### src/rtl/playseq_unidade_controle_if.sv
// playseq_unidade_controle_if: control/status bundle between the PlaySeq controller and its data flow.
interface playseq_unidade_controle_if;
    logic iniciar, igual, enderecoIgualSequencia, fimE, fimS, tem_jogada;
    logic controle_timeout, controle_timeout_led, pare;
    logic zeraE, zeraS, zeraR, zeraJ, zeraT, zeraT_leds;
    logic carregaE, contaE, contaS, contaJ, contaT, contaT_leds, registraR;
    logic controla_leds, fase_preview, pronto, ganhou, perdeu, db_timeout;

    modport master (
        input  iniciar, igual, enderecoIgualSequencia, fimE, fimS, tem_jogada,
               controle_timeout, controle_timeout_led, pare,
        output zeraE, zeraS, zeraR, zeraJ, zeraT, zeraT_leds,
               carregaE, contaE, contaS, contaJ, contaT, contaT_leds, registraR,
               controla_leds, fase_preview, pronto, ganhou, perdeu, db_timeout
    );

    modport slave (
        output iniciar, igual, enderecoIgualSequencia, fimE, fimS, tem_jogada,
               controle_timeout, controle_timeout_led, pare,
        input  zeraE, zeraS, zeraR, zeraJ, zeraT, zeraT_leds,
               carregaE, contaE, contaS, contaJ, contaT, contaT_leds, registraR,
               controla_leds, fase_preview, pronto, ganhou, perdeu, db_timeout
    );
endinterface

### src/rtl/playseq_unidade_controle.sv
// playseq_unidade_controle: Moore FSM sequencing the PlaySeq data flow (preview, move check, rounds, result).
// Define PLAYSEQ_TIMEOUT_EN to enable the move timeout (contaT, TIMEOUT state, db_timeout).
module playseq_unidade_controle #(
    parameter int ESTADO_W = 5
) (
    input  logic                       clock,
    input  logic                       reset,
    playseq_unidade_controle_if.master bus,
    output logic [ESTADO_W-1:0]        db_estado
);
`ifdef PLAYSEQ_TIMEOUT_EN
    localparam bit TO_EN = 1'b1;
`else
    localparam bit TO_EN = 1'b0;
`endif

    typedef enum logic [4:0] {
        INICIAL      = 5'h00,
        PREPARA      = 5'h01,
        CARREGA      = 5'h02,
        INI_PREVIEW  = 5'h03,
        MOSTRA_LED   = 5'h04,
        APAGA_LED    = 5'h05,
        INTERVALO    = 5'h06,
        PROX_PREVIEW = 5'h07,
        FIM_PREVIEW  = 5'h08,
        ESPERA       = 5'h09,
        REGISTRA     = 5'h0A,
        COMPARA      = 5'h0B,
        PROX_JOGADA  = 5'h0C,
        FIM_RODADA   = 5'h0D,
        ACERTOU      = 5'h0E,
        ERROU        = 5'h0F,
        TIMEOUT      = 5'h10
    } state_t;

    state_t st, nxt;
    logic   pare_q;

    // pare is registered alongside the state so FIM_RODADA's strobes decode flops only
    always_ff @(posedge clock) begin
        if (reset) begin
            st     <= INICIAL;
            pare_q <= 1'b0;
        end else begin
            st     <= nxt;
            pare_q <= bus.pare;
        end
    end

    always_comb begin
        nxt = INICIAL;
        case (st)
            INICIAL:      nxt = bus.iniciar ? PREPARA : INICIAL;
            PREPARA:      nxt = CARREGA;
            CARREGA:      nxt = INI_PREVIEW;
            INI_PREVIEW:  nxt = MOSTRA_LED;
            MOSTRA_LED:   nxt = bus.controle_timeout_led ? APAGA_LED : MOSTRA_LED;
            APAGA_LED:    nxt = INTERVALO;
            INTERVALO:    nxt = !bus.controle_timeout_led ? INTERVALO :
                                bus.enderecoIgualSequencia ? FIM_PREVIEW : PROX_PREVIEW;
            PROX_PREVIEW: nxt = MOSTRA_LED;
            FIM_PREVIEW:  nxt = ESPERA;
            ESPERA:       nxt = bus.tem_jogada ? REGISTRA :
                                (TO_EN && bus.controle_timeout) ? TIMEOUT : ESPERA;
            REGISTRA:     nxt = COMPARA;
            COMPARA:      nxt = !bus.igual ? ERROU :
                                !bus.enderecoIgualSequencia ? PROX_JOGADA :
                                (bus.fimE || bus.fimS) ? ACERTOU : FIM_RODADA;
            PROX_JOGADA:  nxt = ESPERA;
            FIM_RODADA:   nxt = INI_PREVIEW;
            ACERTOU:      nxt = bus.iniciar ? PREPARA : ACERTOU;
            ERROU:        nxt = bus.iniciar ? PREPARA : ERROU;
            TIMEOUT:      nxt = !TO_EN ? INICIAL : bus.iniciar ? PREPARA : TIMEOUT;
            default:      nxt = INICIAL;
        endcase
        bus.zeraE         = st inside {PREPARA, INI_PREVIEW, FIM_PREVIEW};
        bus.zeraS         = st == PREPARA;
        bus.zeraR         = st inside {PREPARA, FIM_PREVIEW};
        bus.zeraJ         = st == PREPARA || (st == FIM_RODADA && pare_q);
        bus.zeraT         = st inside {PREPARA, FIM_PREVIEW, REGISTRA, PROX_JOGADA};
        bus.zeraT_leds    = st inside {PREPARA, INI_PREVIEW, APAGA_LED, PROX_PREVIEW};
        bus.carregaE      = st == CARREGA;
        bus.contaE        = st inside {PROX_PREVIEW, PROX_JOGADA};
        bus.contaS        = st == FIM_RODADA && pare_q;
        bus.contaJ        = st == FIM_RODADA && !pare_q;
        bus.contaT        = TO_EN && st == ESPERA;
        bus.contaT_leds   = st inside {MOSTRA_LED, INTERVALO};
        bus.registraR     = st == REGISTRA;
        bus.controla_leds = st == MOSTRA_LED;
        bus.fase_preview  = st inside {MOSTRA_LED, APAGA_LED, INTERVALO, PROX_PREVIEW};
        bus.pronto        = st inside {ACERTOU, ERROU} || (TO_EN && st == TIMEOUT);
        bus.ganhou        = st == ACERTOU;
        bus.perdeu        = st == ERROU || (TO_EN && st == TIMEOUT);
        bus.db_timeout    = TO_EN && st == TIMEOUT;
    end

    assign db_estado = ESTADO_W'(st);
endmodule

### src/flat_wrapper.sv
// flat-port wrapper written by rule: the top's interface ports become plain ports
module playseq_unidade_controle_flat 
#(
    parameter int ESTADO_W = 5
)
  (clock, reset, db_estado, bus_iniciar, bus_igual, bus_enderecoIgualSequencia, bus_fimE, bus_fimS, bus_tem_jogada, bus_controle_timeout, bus_controle_timeout_led, bus_pare, bus_zeraE, bus_zeraS, bus_zeraR, bus_zeraJ, bus_zeraT, bus_zeraT_leds, bus_carregaE, bus_contaE, bus_contaS, bus_contaJ, bus_contaT, bus_contaT_leds, bus_registraR, bus_controla_leds, bus_fase_preview, bus_pronto, bus_ganhou, bus_perdeu, bus_db_timeout);
  playseq_unidade_controle_if bus_i ();
  input  logic clock;
  input  logic reset;
  output logic [ESTADO_W-1:0] db_estado;
  input wire logic [$bits(bus_i.iniciar)-1:0] bus_iniciar;
  input wire logic [$bits(bus_i.igual)-1:0] bus_igual;
  input wire logic [$bits(bus_i.enderecoIgualSequencia)-1:0] bus_enderecoIgualSequencia;
  input wire logic [$bits(bus_i.fimE)-1:0] bus_fimE;
  input wire logic [$bits(bus_i.fimS)-1:0] bus_fimS;
  input wire logic [$bits(bus_i.tem_jogada)-1:0] bus_tem_jogada;
  input wire logic [$bits(bus_i.controle_timeout)-1:0] bus_controle_timeout;
  input wire logic [$bits(bus_i.controle_timeout_led)-1:0] bus_controle_timeout_led;
  input wire logic [$bits(bus_i.pare)-1:0] bus_pare;
  output wire logic [$bits(bus_i.zeraE)-1:0] bus_zeraE;
  output wire logic [$bits(bus_i.zeraS)-1:0] bus_zeraS;
  output wire logic [$bits(bus_i.zeraR)-1:0] bus_zeraR;
  output wire logic [$bits(bus_i.zeraJ)-1:0] bus_zeraJ;
  output wire logic [$bits(bus_i.zeraT)-1:0] bus_zeraT;
  output wire logic [$bits(bus_i.zeraT_leds)-1:0] bus_zeraT_leds;
  output wire logic [$bits(bus_i.carregaE)-1:0] bus_carregaE;
  output wire logic [$bits(bus_i.contaE)-1:0] bus_contaE;
  output wire logic [$bits(bus_i.contaS)-1:0] bus_contaS;
  output wire logic [$bits(bus_i.contaJ)-1:0] bus_contaJ;
  output wire logic [$bits(bus_i.contaT)-1:0] bus_contaT;
  output wire logic [$bits(bus_i.contaT_leds)-1:0] bus_contaT_leds;
  output wire logic [$bits(bus_i.registraR)-1:0] bus_registraR;
  output wire logic [$bits(bus_i.controla_leds)-1:0] bus_controla_leds;
  output wire logic [$bits(bus_i.fase_preview)-1:0] bus_fase_preview;
  output wire logic [$bits(bus_i.pronto)-1:0] bus_pronto;
  output wire logic [$bits(bus_i.ganhou)-1:0] bus_ganhou;
  output wire logic [$bits(bus_i.perdeu)-1:0] bus_perdeu;
  output wire logic [$bits(bus_i.db_timeout)-1:0] bus_db_timeout;
  assign bus_i.iniciar = bus_iniciar;
  assign bus_i.igual = bus_igual;
  assign bus_i.enderecoIgualSequencia = bus_enderecoIgualSequencia;
  assign bus_i.fimE = bus_fimE;
  assign bus_i.fimS = bus_fimS;
  assign bus_i.tem_jogada = bus_tem_jogada;
  assign bus_i.controle_timeout = bus_controle_timeout;
  assign bus_i.controle_timeout_led = bus_controle_timeout_led;
  assign bus_i.pare = bus_pare;
  assign bus_zeraE = bus_i.zeraE;
  assign bus_zeraS = bus_i.zeraS;
  assign bus_zeraR = bus_i.zeraR;
  assign bus_zeraJ = bus_i.zeraJ;
  assign bus_zeraT = bus_i.zeraT;
  assign bus_zeraT_leds = bus_i.zeraT_leds;
  assign bus_carregaE = bus_i.carregaE;
  assign bus_contaE = bus_i.contaE;
  assign bus_contaS = bus_i.contaS;
  assign bus_contaJ = bus_i.contaJ;
  assign bus_contaT = bus_i.contaT;
  assign bus_contaT_leds = bus_i.contaT_leds;
  assign bus_registraR = bus_i.registraR;
  assign bus_controla_leds = bus_i.controla_leds;
  assign bus_fase_preview = bus_i.fase_preview;
  assign bus_pronto = bus_i.pronto;
  assign bus_ganhou = bus_i.ganhou;
  assign bus_perdeu = bus_i.perdeu;
  assign bus_db_timeout = bus_i.db_timeout;
  playseq_unidade_controle #(.ESTADO_W(ESTADO_W)) u_core (.clock(clock), .reset(reset), .bus(bus_i), .db_estado(db_estado));
endmodule
### config.mk
export PLATFORM = sky130hd
export DESIGN_NAME = playseq_unidade_controle_flat
export DESIGN_NICKNAME = d
export VERILOG_FILES = /design/src/rtl/playseq_unidade_controle_if.sv /design/src/rtl/playseq_unidade_controle.sv /design/src/flat_wrapper.sv
export SDC_FILE = /design/constraint.sdc
export NUM_CORES = 1
export LEC_CHECK = 0
export ABC_AREA = 1
export CAP_MARGIN = 15
export CORE_UTILIZATION = 35
export CTS_BUF_LIST = sky130_fd_sc_hd__clkbuf_8
export DETAILED_ROUTE_END_ITERATION = 10
export PLACE_DENSITY = 0.8
export SLEW_MARGIN = 20
export SYNTH_ARGS = -nofsm -noshare
export SYNTH_HDL_FRONTEND = slang
export SYNTH_SLANG_ARGS = --single-unit
### constraint.sdc
create_clock -name clock -period 1.5 [get_ports clock]
set_input_delay 0.375 -clock clock [delete_from_list [all_inputs] [get_ports clock]]
set_output_delay 0.375 -clock clock [all_outputs]
set_load 0.01 [all_outputs]
=== Word level (Yosys, flattened, before mapping) ===
Cells that the tools add are included.

* Register bits after elaboration: 6
* Input port bits: 11
* Output and inout bits: 24

* Equality and inequality tests: 15
* Multiplexer cells: 11
* Reduce and logical (&&, ||, !) cells: 17

{| class="wikitable"
|+ Operators with widths
! operator !! count
|-
| 5-bit one-hot mux with 13 select lines || 1
|-
| 5-bit by 4-bit == test with 1-bit output (second input constant) || 8
|-
| 5-bit by 3-bit == test with 1-bit output (second input constant) || 4
|-
| 5-bit 2-to-1 mux || 3
|-
| 4-bit 2-to-1 mux || 3
|-
| 4-bit nonzero test || 3
|-
| 5-bit by 2-bit == test with 1-bit output (second input constant) || 2
|-
| 2-bit nonzero test || 4
|-
| 2-bit OR reduction || 3
|-
| 5-bit by 1-bit == test with 1-bit output (second input constant) || 1
|-
| 5-bit zero test || 1
|-
| 2-bit 2-to-1 mux || 2
|-
| 3-bit nonzero test || 1
|-
| 1-bit logical AND || 2
|-
| 1-bit logical OR || 2
|-
| 1-bit 2-to-1 mux || 2
|-
| 1-bit zero test || 1
|}

=== Longest topological paths before layout ===
* Depth in word-level cells: 5
* Mapped depth: 9

=== Worst setup path after synthesis ===
OpenSTA, ideal clock, no wires.

* Path kind: register to output
* From: register u_core.st[3], in the netlist u_core.db_estado[3]
* To: output bus_zeraJ
* Data arrival time: 1038 ps
* Slack: 87 ps
* Cell stages (with the launch flop): 5
* Buffers on the path: 0
* Cells stage by stage: dfxtp_1 > nand2_2 > inv_2 > nand2_1 > o21ai_0

* Longest elaborated chain between the ends: 3
* Elaborated cells on any way between the ends: 4
* Those cells by class: eq/ne: 2; reduce/logical: 2

{| class="wikitable"
|+ Ends and longest elaborated chain
! item !! line !! source
|-
| start: declaration || playseq_unidade_controle.sv:37 || <nowiki>state_t st, nxt;</nowiki>
|-
| start signal: assignment || playseq_unidade_controle.sv:46 || <nowiki>st <= nxt;</nowiki>
|-
| 5-bit by 4-bit == test with 1-bit output || playseq_unidade_controle.sv:80 || <nowiki>bus.zeraJ = st == PREPARA || (st == FIM_RODADA && pare_q);</nowiki>
|-
| 1-bit logical AND || playseq_unidade_controle.sv:80 ||
|-
| 1-bit logical OR (*) || playseq_unidade_controle.sv:80 ||
|-
| end: declaration || flat_wrapper.sv:23 || <nowiki>output wire logic [$bits(bus_i.zeraJ)-1:0] bus_zeraJ;</nowiki>
|}

Mark *: on every way between the ends. The rest lies on a longest branch, timed or not.

=== Worst setup path after layout ===
* From: register u_core.st[3], in the netlist u_core.db_estado[3]
* To: output bus_controla_leds

* Longest elaborated chain between the ends: 1

{| class="wikitable"
|+ Ends and longest elaborated chain
! item !! line !! source
|-
| 5-bit by 3-bit == test with 1-bit output || playseq_unidade_controle.sv:90 || <nowiki>bus.controla_leds = st == MOSTRA_LED;</nowiki>
|-
| end: declaration || flat_wrapper.sv:33 || <nowiki>output wire logic [$bits(bus_i.controla_leds)-1:0] bus_controla_leds;</nowiki>
|}

No other way between the ends.

==> out/qor.txt <==
Outcome = finished with violations
Failing checks = negative setup slack
CTS Sinks = 5
H-tree depth reported by CTS = 1
Average size of a mapped cell = 5.04 um^2
Initial core utilization = 0.379
Combinational share of power = 0.585
Critical Path RT = 1.12 ns
Initial antenna violation count = 0
Maximum vdd drop = 0.892 mV
DR DRC count = 0
Yosys top cell area share = 0.248
Final WS setup = -0.0170 ns
Antenna Cells = 0
Area growth from synthesis to layout = 101%
Flops & latches, synth = 5
Slew Viols, Final = 0
WL per Instance = 12.3 um
Die W = 39.8 um
Psw = 458 uW
Worst hold start = u_core.db_estado[0]
WHS Endpoint = u_core.db_estado[2]
Clock latency on the worst-skew pair = 0.22 ns
RSZ-0062 raised after global routing = yes
Non-Filler Instances = 164
Clk pwr share = 0.223
Largest family of logic cells by synthesized area = simple AND/OR/NAND/NOR gates
Final period util = 1.01
Area leader, netlist = nand2_1
First-pass GRT wire length = 2.75 mm
Synth Area in XOR/XNOR = 0
F_max = 659 MHz
GPL Wtd Cong = 0.907
Post-synthesis cell count = 99
Final min period = 1.52 ns
Gr ovfl total = 0
Vias in the first global route = 634
R2R Path Start = u_core.db_estado[0]
Fin util = 0.763
Hold Crit Class = flop to flop
Sequential-to-total area share from yosys stat = 0.201
RR Endpoint = u_core.db_estado[1]
GRT Total Usage = 0.262
DRT iter0 DRCs = 33
Core box area = 1320 um^2
Largest net degree at the start of global routing = 6
Total of max-cap violations = 0
Final-report hold violation count = 0
Netlist cell types = 15
Final nets = 161
CTS tree = yes
Clk slew on worst S/H paths = 0.03 ns
Synth Area in Adders = 0
Routed vias/inst = 4.87
Yosys warns = 0
Power share of the sequential group = 0.192
Critical path startpoint category = flop
Routed vias = 799
Row cnt = 13
Worst-path fanout max = 5
Multiplexer share of the synthesized area = 0
Leakage = 0.585 nW
Fillcell total = 98
Routed wire length = 2.01 mm
IO Count = 35
Layout cells sized above 1 = 0.423
DP Worst Slack = -0.253 ns
Post-Route Skew = 0.000521 ns
Largest buffer count on any clock path = 2
Synth area leaders = nand2_1 25%, dfxtp_1 20%, nor2_1 17%, inv_1 11%, o21ai_0 6.0%
Placed insts = 160
Final hold slack = 0.662 ns
FF-to-FF path depth = 9
Simple-gate area share of the yosys netlist = 0.519
Clock root cell = clkbuf_8
Hold path cells = 3
FF-to-FF setup slack = 0.20 ns
Full die area = 1580 um^2
Multi-input logic area = 393 um^2
Hpwl dp = 1.39 mm
Register Area = 115 um^2
Crit end category = primary output
Critical path arrival = 1.14 ns
Cell Area, Synth = 499 um^2
Final setup violation count = 2
Worst Setup Path Type = flop to primary output
Hold-fix buffer count after cts = 0
I/O Buffers = 30
Die height = 39.8 um
CTS Buf Count = 3
Pint = 637 uW
Compound-Gate Fraction of Synth Area = 0.100
Pwr dens = 1090 nW/um^2
Switching Fraction = 0.418
Number of routed nets with antenna violations = 0
Drt pass-1 iters = 4
power by group through the flow:
stage | combinational, mW | sequential [mW] | clock [mW]
2_1_floorplan | 0.236 | 0.198 | 0
3_3_place_gp | 0.589 | 0.183 | 0
3_5_place_dp | 0.598 | 0.184 | 0
4_1_cts | 0.575 | 0.206 | 0.244
5_1_grt | 0.690 | 0.215 | 0.257
6_report | 0.641 | 0.210 | 0.244
layout by cell type, fill, tap and decap left out, drive strengths merged:
cell type      netlist  final
conb                 1      3
dfxtp                5      5
nand3                5      5
a31oi                1      1
o21ai                6      6
inv                 17     18
a41oi                1      1
dlygate4sd2          0      4
nand2               34     34
clkbuf               0      4
nor2                25     25
a21oi                1      1
buf                  3     33
clkdlybuf4s50        0      9
Yosys cell counts:
library cell / instances
nor2_1: 23
inv_1: 14
nor2_4: 1
inv_2: 3
o21ai_0: 6
nand3_1: 5
dfxtp_1: 5
a21oi_1: 1
a41oi_1: 1
nor2_2: 1
nand2_2: 1
a31oi_1: 1
buf_4: 3
nand2_1: 33
conb_1: 1
worst max-delay path by stage:
stage / start / endpoint / cells past startpoint
floorplan: u_core.db_estado[3] / bus_zeraJ / 4
global placement: u_core.db_estado[0] / bus_zeraJ / 5
detailed placement: u_core.db_estado[0] / bus_zeraJ / 5
CTS: u_core.db_estado[0] / bus_registraR / 5
global route: u_core.db_estado[3] / bus_controla_leds / 6
finish: u_core.db_estado[3] / bus_controla_leds / 6
cells by family (layout without fill, tap and decap cells):
logic type      Yosys count  after routing
simple gates             64             64
buf+inv                  20             68
compound gates            9              9
flops                     5              5
other cells               1              3
per-stage QoR:
step	instance area, um^2	setup TNS [ns]	total power, mW
floorplan	507	0	0.434
global placement	931	-2.81	0.772
detailed placement	931	-3.12	0.782
CTS	973	-0.0631	1.02
global route	1000	-0.211	1.16
finish	1000	-0.0203	1.10
layout make-up:
cell class / instances / area share
Multi-Input combinational cell: 76 / 0.391
Sequential cell: 5 / 0.115
Clock buffer: 3 / 0.0411
Tap cell: 15 / 0.0187
Clock inverter: 1 / 0.00374
Inverter: 17 / 0.0685
Timing Repair Buffer: 47 / 0.362
sequential cells by signal, indices dropped and copies added, names as in the netlist:
| signal | cells |
|---|---|
| u_core.pare_q | 1 |
| u_core.db_estado | 4 |
worst max-delay path, stage by stage (launching register included):
cell	delay (ns)
dfxtp_4	0.36
inv_4	0.08
nand2_2	0.10
inv_2	0.11
nand2_1	0.08
inv_1	0.06
buf_2	0.12
routing by layer:
metal	global-route usage	wire, um	vias up
met1	0.321	798	367
li1	-	-	394
met5	0	0	-
met2	0.475	1100	36
met3	0.0341	98	2
met4	0.0517	10	0
timing repair:
| action | 4_1_cts | 5_1_grt |
|---|---|---|
| resized for setup | 94 | 18 |
| buffers inserted | 0 | 0 |
| endpoints found under the setup margin | 21 | 13 |
| cloned | 0 | 0 |
| pin swaps | 3 | 4 |
No activity file was read; power rests on OpenSTA's default activity.
